**config.mk**
```make
export PLATFORM = sky130hd
export DESIGN_NAME = pipelined_cskip_adder
export DESIGN_NICKNAME = d
export VERILOG_FILES = /design/src/rtl/pipelined_cskip_adder.sv
export SDC_FILE = /design/constraint.sdc
export NUM_CORES = 1
export LEC_CHECK = 0
export CORE_MARGIN = 5
export CORE_UTILIZATION = 25
export CTS_CLUSTER_DIAMETER = 120
export DETAILED_ROUTE_END_ITERATION = 8
export MAX_ROUTING_LAYER = met4
export PLACE_DENSITY_LB_ADDON = 0.2
export SLEW_MARGIN = 20
export SYNTH_ARGS = -nofsm -noshare
export SYNTH_HDL_FRONTEND = slang
export SYNTH_SLANG_ARGS = --single-unit
```
**constraint.sdc**
```tcl
create_clock -name clk -period 19 [get_ports clk]
set_clock_uncertainty 0.15 [all_clocks]
set_input_delay 1.9 -clock clk [delete_from_list [all_inputs] [get_ports clk]]
set_output_delay 1.9 -clock clk [all_outputs]
set_load 0.05 [all_outputs]
```
**src/rtl/pipelined_cskip_adder.sv**
```systemverilog
// Pipelined carry-skip adder/subtractor: each stage resolves one WIDTH/STAGES slice,
// and a valid/ready handshake with backpressure stalls the whole pipe together.
module pipelined_cskip_adder #(
  parameter int WIDTH  = 64,
  parameter int BLOCK  = 4,
  parameter int STAGES = 2
) (
  input  logic             clk,
  input  logic             rst_n,
  input  logic             in_valid,
  output logic             in_ready,
  input  logic [WIDTH-1:0] a,
  input  logic [WIDTH-1:0] b,
  input  logic             cin,
  input  logic             sub,
  output logic             out_valid,
  input  logic             out_ready,
  output logic [WIDTH-1:0] sum,
  output logic             cout,
  output logic             ovf
);

  localparam int SW = WIDTH / STAGES;
  localparam int NB = SW / BLOCK;

  if (STAGES < 1 || BLOCK < 1 || (WIDTH % (BLOCK * STAGES)) != 0) begin : g_bad_params
    $error("pipelined_cskip_adder: WIDTH must be a multiple of BLOCK*STAGES");
  end

  logic             w_advance;
  logic             w_accept;
  logic [WIDTH-1:0] w_bx;
  logic             w_c0;
  logic             w_cmsb;

  logic             r_valid [STAGES];
  logic [WIDTH-1:0] r_a     [STAGES];
  logic [WIDTH-1:0] r_bx    [STAGES];
  logic [WIDTH-1:0] r_sum   [STAGES];
  logic             r_cout  [STAGES];
  logic             r_ovf;

  // Per-stage inputs: stage 0 sees the live operands, later stages the previous register.
  logic             w_vin   [STAGES];
  logic [WIDTH-1:0] w_ain   [STAGES];
  logic [WIDTH-1:0] w_bin   [STAGES];
  logic [WIDTH-1:0] w_sbase [STAGES];
  logic [WIDTH-1:0] w_snext [STAGES];
  logic [SW-1:0]    w_sa    [STAGES];
  logic [SW-1:0]    w_sb    [STAGES];
  logic [SW-1:0]    w_ssum  [STAGES];
  logic             w_sc    [STAGES];
  logic             w_scout [STAGES];

  assign out_valid = r_valid[STAGES-1];
  assign sum       = r_sum[STAGES-1];
  assign cout      = r_cout[STAGES-1];
  assign ovf       = r_ovf;

  assign w_advance = !out_valid || out_ready;
  assign in_ready  = w_advance;
  assign w_accept  = in_valid && w_advance;
  assign w_bx      = sub ? ~b : b;
  assign w_c0      = sub ? 1'b1 : cin;

  for (genvar gk = 0; gk < STAGES; gk++) begin : g_stage
    if (gk == 0) begin : g_first
      assign w_vin[gk]   = w_accept;
      assign w_ain[gk]   = a;
      assign w_bin[gk]   = w_bx;
      assign w_sbase[gk] = '0;
      assign w_sc[gk]    = w_c0;
    end else begin : g_next
      assign w_vin[gk]   = r_valid[gk-1];
      assign w_ain[gk]   = r_a[gk-1];
      assign w_bin[gk]   = r_bx[gk-1];
      assign w_sbase[gk] = r_sum[gk-1];
      assign w_sc[gk]    = r_cout[gk-1];
    end

    assign w_sa[gk] = w_ain[gk][gk*SW +: SW];
    assign w_sb[gk] = w_bin[gk][gk*SW +: SW];

    logic [NB:0] w_bc;
    assign w_bc[0]     = w_sc[gk];
    assign w_scout[gk] = w_bc[NB];

    for (genvar gj = 0; gj < NB; gj++) begin : g_blk
      logic [BLOCK-1:0] w_ba;
      logic [BLOCK-1:0] w_bb;
      logic [BLOCK-1:0] w_bs;
      logic [BLOCK:0]   w_rc;
      logic             w_p;

      assign w_ba    = w_sa[gk][gj*BLOCK +: BLOCK];
      assign w_bb    = w_sb[gk][gj*BLOCK +: BLOCK];
      assign w_rc[0] = w_bc[gj];

      for (genvar gi = 0; gi < BLOCK; gi++) begin : g_bit
        assign w_bs[gi]   = w_ba[gi] ^ w_bb[gi] ^ w_rc[gi];
        assign w_rc[gi+1] = (w_ba[gi] & w_bb[gi]) | ((w_ba[gi] ^ w_bb[gi]) & w_rc[gi]);
      end

      // Skip path: a fully propagating block passes its carry-in straight through.
      assign w_p                          = &(w_ba ^ w_bb);
      assign w_bc[gj+1]                   = w_p ? w_bc[gj] : w_rc[BLOCK];
      assign w_ssum[gk][gj*BLOCK +: BLOCK] = w_bs;

      if (gk == STAGES-1 && gj == NB-1) begin : g_msb
        assign w_cmsb = w_rc[BLOCK-1];
      end
    end

    for (genvar gs = 0; gs < STAGES; gs++) begin : g_merge
      if (gs == gk) begin : g_new
        assign w_snext[gk][gs*SW +: SW] = w_ssum[gk];
      end else begin : g_keep
        assign w_snext[gk][gs*SW +: SW] = w_sbase[gk][gs*SW +: SW];
      end
    end
  end

  // Data registers only load on a valid slot so bubbles leave the last result visible.
  always_ff @(posedge clk or negedge rst_n) begin
    if (!rst_n) begin
      for (int k = 0; k < STAGES; k++) begin
        r_valid[k] <= 1'b0;
        r_a[k]     <= '0;
        r_bx[k]    <= '0;
        r_sum[k]   <= '0;
        r_cout[k]  <= 1'b0;
      end
      r_ovf <= 1'b0;
    end else if (w_advance) begin
      for (int k = 0; k < STAGES; k++) begin
        r_valid[k] <= w_vin[k];
        if (w_vin[k]) begin
          r_a[k]    <= w_ain[k];
          r_bx[k]   <= w_bin[k];
          r_sum[k]  <= w_snext[k];
          r_cout[k] <= w_scout[k];
        end
      end
      if (w_vin[STAGES-1]) begin
        r_ovf <= w_cmsb ^ w_scout[STAGES-1];
      end
    end
  end

endmodule

```
### Word-level counts from Yosys, hierarchy flattened

Index checks and enable logic that the tools add are counted.
Widths: inputs -> output; s select.

* register bits: 229
* input bits: 134
* output and inout port bits: 68

* bitwise operators: 338
* muxes and demuxes: 18
* reduce and logical (&&, ||, !) cells: 21

Operator list (number)
* $xor 1x1->1: 129
* $and 1x1->1: 128
* $mux 64: 1
* $not 64->64: 1
* $or 1x1->1: 64
* $reduce_and 4->1: 16
* $xor 4x4->4: 16
* $mux 1: 17
* $reduce_and 2->1: 2
* $logic_and 1x1->1: 1
* $logic_not 1->1: 1
* $logic_or 1x1->1: 1

### Depth between registers and ports, before layout

* word-level depth: 75
* depth in mapped cells: 53
* gate-level depth less buffers: 53

### Least setup slack after synthesis

Ideal clock, no wire load.

* path type: input to register
* from: in sub
* to: reg r_sum[95] (netlist name)
* data required time: 18.725 ns
* setup slack: 1.129 ns
* path buffers: 2
* data arrival time: 17.596 ns
* cell stages on the path: 52
* library setup time: 0.125 ns
* cells stage by stage: clkbuf_1 buf_2 xor2_1 inv_1 fa_1 fa_1 fa_1 fa_1 mux2_4 fa_1 fa_1 fa_1 fa_1 inv_1 a21oi_1 fa_1 fa_1 fa_1 [... 16 more ...] fa_1 fa_1 fa_1 nor2_1 a21oi_1 fa_1 fa_1 fa_1 fa_1 nand2_1 o21ai_0 o21a_1 fa_1 fa_1 fa_1 inv_1 fa_1 mux2_2

* word-level cells in the longest chain between the ends: 72

RTL lines
* from (decl): RTL line 15 `input logic sub,`
* $mux 64: RTL line 63 `assign w_bx = sub ? ~b : b;`
* $xor 1x1->1: RTL line 101 `assign w_rc[gi+1] = (w_ba[gi] & w_bb[gi]) | ((w_ba[gi] ^ w_bb[gi]) & w_rc[gi]);`
* $and 1x1->1: RTL line 101
* $or 1x1->1: RTL line 101
* $and 1x1->1: RTL line 101
* $or 1x1->1: RTL line 101
* $and 1x1->1: RTL line 101
* $or 1x1->1: RTL line 101
* [... 57 more ...]
* $and 1x1->1: RTL line 101
* $or 1x1->1: RTL line 101
* $and 1x1->1: RTL line 101
* $or 1x1->1: RTL line 101
* $and 1x1->1: RTL line 101
* $or 1x1->1: RTL line 101
* $xor 1x1->1 (*): RTL line 100 `assign w_bs[gi] = w_ba[gi] ^ w_bb[gi] ^ w_rc[gi];`
* named net g_stage[0].g_blk[7].w_bs[3]: RTL line 91 `logic [BLOCK-1:0] w_bs;`
* to (signal, indexed assignment): RTL line 140 `r_sum[k] <= w_snext[k];`
* to (decl): RTL line 39 `logic [WIDTH-1:0] r_sum [STAGES];`

Mark *: on every way through the listed nets, which the timed path passes. The rest lies on a longest branch.
A chain may end at the register's enable or synchronous reset.

### Worst setup path after layout

* from: in b[0]
* to: reg r_sum[95] (netlist name)

* word-level cells in the longest chain between the ends: 73

RTL lines
* from (decl): RTL line 13 `input logic [WIDTH-1:0] b,`
* $not 64->64: RTL line 63
* $mux 64 (*): RTL line 63
* $xor 1x1->1: RTL line 101
* $and 1x1->1: RTL line 101
* $or 1x1->1: RTL line 101
* $and 1x1->1: RTL line 101
* $or 1x1->1: RTL line 101
* $and 1x1->1: RTL line 101
* [... 58 more ...]
* $and 1x1->1 (*): RTL line 101
* $or 1x1->1 (*): RTL line 101
* $and 1x1->1 (*): RTL line 101
* $or 1x1->1 (*): RTL line 101
* $and 1x1->1 (*): RTL line 101
* $or 1x1->1 (*): RTL line 101
* $xor 1x1->1 (*): RTL line 100
* named net g_stage[0].g_blk[7].w_bs[3]: RTL line 91

Marked as above.

==> reports/results.tsv <==
stage	metric	value	unit
placed_design	routability congestion estimate	0.789	
route	number of violations reported at the end of detailed-routing iteration 0	223	
global_routing	residual overflow from global routing	0	
global_routing	overall global routing resource usage	12.0	%
clock_network	post-CTS sizing	0	
synth	register area share after synthesis	42.1	%
setup_path	cell type of the slowest stage on the worst timing path	clkdlybuf4s50_1	
synth	number of enable flip-flop cells after synthesis	0	
timing	RSZ-0062 raised after global routing	false	
timing	Setup TNS	0	ns
clock_network	Clock Root Buffer	clkbuf_16	
timing	Tcrit/Tclk final	94.2	%
floorplanning	Core Box Area	38700	um2
timing	number of setup violations in the final report	0	
synth	Yosys warning count	0	
power	leakage power of the design	5.78	nW
synth	dominant cells by area after synthesis	dfrtp_1, fa_1, nand2_1	
finish	layout cell share with drive strength beyond 1	7.38	%
flow_run	Max-Cap Viols	0	
clock_network	clock insertion delay at the later pin of the skew report	0.44	ns
synth	top_reg_cell synth	dfrtp_1	
placed_design	half-perimeter wire length after placement	18100	um
synth	count of different cell masters after synthesis	33	
timing	final count of hold timing violations	0	
setup_path	endpoint required time on the critical path	19.17	ns
synth	mean area per synthesized cell	10.2	um2
finish	fin nets	1347	
setup_path	largest fanout on the critical path	3	
synth	cell taking the most area after synthesis	dfrtp_1	
power	Worst IR Drop VDD	0.0488	mV
timing	Achievable Freq	55.9	MHz
setup_path	category of the worst setup path launch point	primary input	
synth	most frequently used cell type in the post-synthesis netlist	nand2_1	
synth	Mapped Area	9810	um2
timing	tightest slew margin relative to the limit	37.0	%
floorplanning	Die X	208	um
synth	Yosys reg bits	165	
setup_path	maximum single-stage delay on the critical path	0.47	ns
route	total DRC errors in the routed layout	0	
timing	max-slew violations	0	
synth	area share of the largest cell type after synthesis	42.1	%
setup_path	flop-to-flop setup slack	3.06	ns
power	PwrDens	126	nW/um2
min_path	worst min-delay path category	reg2reg	
finish	Synth-to-Final Area Change	27.2	%
floorplanning	die extent in y	208	um
clock_network	clock slew at reported path FFs	0.07	ns
floorplanning	Die Area	43300	um2
route	average wire per standard cell	15.2	um
clock_network	clk sinks	165	
timing	Worst-Margin Slew	0.945	ns
synth	Post-Synthesis Cells	962	
floorplanning	std cell rows	72	
finish	count of fill cells added during filler insertion	4063	
clock_network	clock tree from TritonCTS	built	
clock_network	number of buffers inserted during clock tree synthesis	17	
clock_network	H-tree Lvls	4	
timing	worst slack on hold paths	0.313	ns
route	number of vias per cell after detailed routing	3.97	
finish	antenna cell count	0	
global_routing	number of antenna violations at the first check in global routing	0	
finish	Util after Layout	32.2	%
clock_network	Post-CTS Hold Buffers	0	
route	vias post-DR	6412	
global_routing	number of global-route vias before repair	7057	
clock_network	post-CTS setup buffer count	0	
floorplanning	number of placed I/O pins	202	
synth	Async SR Flop Fraction	100	%
run_status	outcome	completed	
clock_network	CTS max path bufs	2	
global_routing	largest net degree at the start of global routing	102	
global_routing	first-pass GRT wire length	40200	um
synth	Synth Net Count	1224	
setup_path	arrival time reported for the critical path endpoint	18.07	ns
floorplanning	effective utilization at floorplan	25.3	%
setup_path	crit end category	flop	
timing	time the final worst path needs with I/O delays and setup	17.90	ns
route	overall routed net length	24600	um
route	Final ANT Viol Nets	0	
synth	leading post-synthesis cells by instance count	nand2_1, dfrtp_1, inv_1	
route	first-pass detailed-route iteration total	4	
setup_path	classification of the worst setup path	in2reg	
setup_path	Worst path most repeated cell	fa_1	
placed_design	Port-buffer cells	201	
[registers in the layout, summed over array words and instances, names as in the netlist]
name                count
r_sum                  32
out_valid               1
cout                    1
r_valid                 1
ovf                     1
g_stage.g_blk.w_bb     32
sum                    64
g_stage.g_blk.w_ba     32
g_stage.g_blk.w_rc      1
[critical path, delay by kind of cell]
kind	cells	cell delay, ns
simple gates	5	0.50
fa+ha+maj	32	13.44
compound gates	6	0.66
xor+xnor	1	0.21
mux	2	0.56
buf+inv	5	0.80
[metrics by stage]
| stage | std cells | area [um2] | setup slack, ns | power (W) |
|---|---|---|---|---|
| 6_report | 1616 | 12500 | 1.10 | 0.00157 |
| 5_1_grt | 1616 | 12500 | 0.281 | 0.00169 |
| 4_1_cts | 1616 | 12500 | 0.921 | 0.00161 |
| 3_5_place_dp | 1584 | 11900 | 0.457 | 0.00123 |
| 3_3_place_gp | 1584 | 11900 | 0.595 | 0.00122 |
| 2_1_floorplan | 962 | 9810 | 1.13 | 0.00105 |
[kinds of logic (layout without fill, tap and decap cells)]
kind of cell	Yosys count	count (layout)	share of synthesized area, %
compound gates	92	92	5.15
xor+xnor	64	64	5.72
fa+ha+maj	128	128	21.2
buf+inv	178	314	9.52
flops	165	165	42.1
mux	35	35	4.06
simple gates	300	300	12.2
[area by class of cell]
| class | instances | area [um2] | area share (%) |
|---|---|---|---|
| Multi-Input combinational cell | 619 | 4760 | 38.2 |
| Sequential cell | 165 | 4130 | 33.1 |
| Timing Repair Buffer | 207 | 2060 | 16.5 |
| Tap cell | 518 | 648 | 5.19 |
| Clock buffer | 19 | 443 | 3.55 |
| Inverter | 75 | 282 | 2.26 |
| Clock inverter | 13 | 158 | 1.26 |
[layer usage]
| layer | GRT usage, % | vias up | share of wire [%] |
|---|---|---|---|
| met4 | 2.31 | 0 | 0.74 |
| met5 | - | - | 0 |
| met2 | 18.6 | 149 | 46 |
| li1 | - | 3174 | - |
| met1 | 15.9 | 3079 | 48 |
| met3 | 3.54 | 10 | 5.6 |
[final timing paths]
path	depth (start not counted)	from	endpoint
max in group asynchronous	2	rst_n	sum[11]
hold / removal	2	r_sum[78]	sum[14]
setup reg to reg	53	g_stage[1].g_blk[0].w_rc[0]	ovf
setup / recovery	51	b[0]	r_sum[95]
min in group asynchronous	1	rst_n	sum[40]
hold reg to reg	2	r_sum[78]	sum[14]
[cell usage in the layout, fill, tap and decap left out, types with 3 or more instances in the layout]
master / instances
xor2_1: 34
inv_1: 75
buf_4: 7
ha_1: 64
nand4_1: 14
clkdlybuf4s50_1: 199
fa_1: 64
inv_6: 7
clkbuf_16: 17
dfrtp_1: 165
o21ai_0: 66
nor2_1: 12
and4_1: 3
nand2_1: 260
xnor2_1: 30
mux2_2: 34
a21oi_1: 13
[report_power, final]
part / switching [W] / internal, W / leakage, nW / total [W]
logic: 0.000428 / 0.000246 / 3.47 / 0.000674
registers: 0.0000735 / 0.000459 / 2.02 / 0.000532
clock network: 0.000163 / 0.000202 / 0.292 / 0.000365
Power figures use the tool's default switching activity.
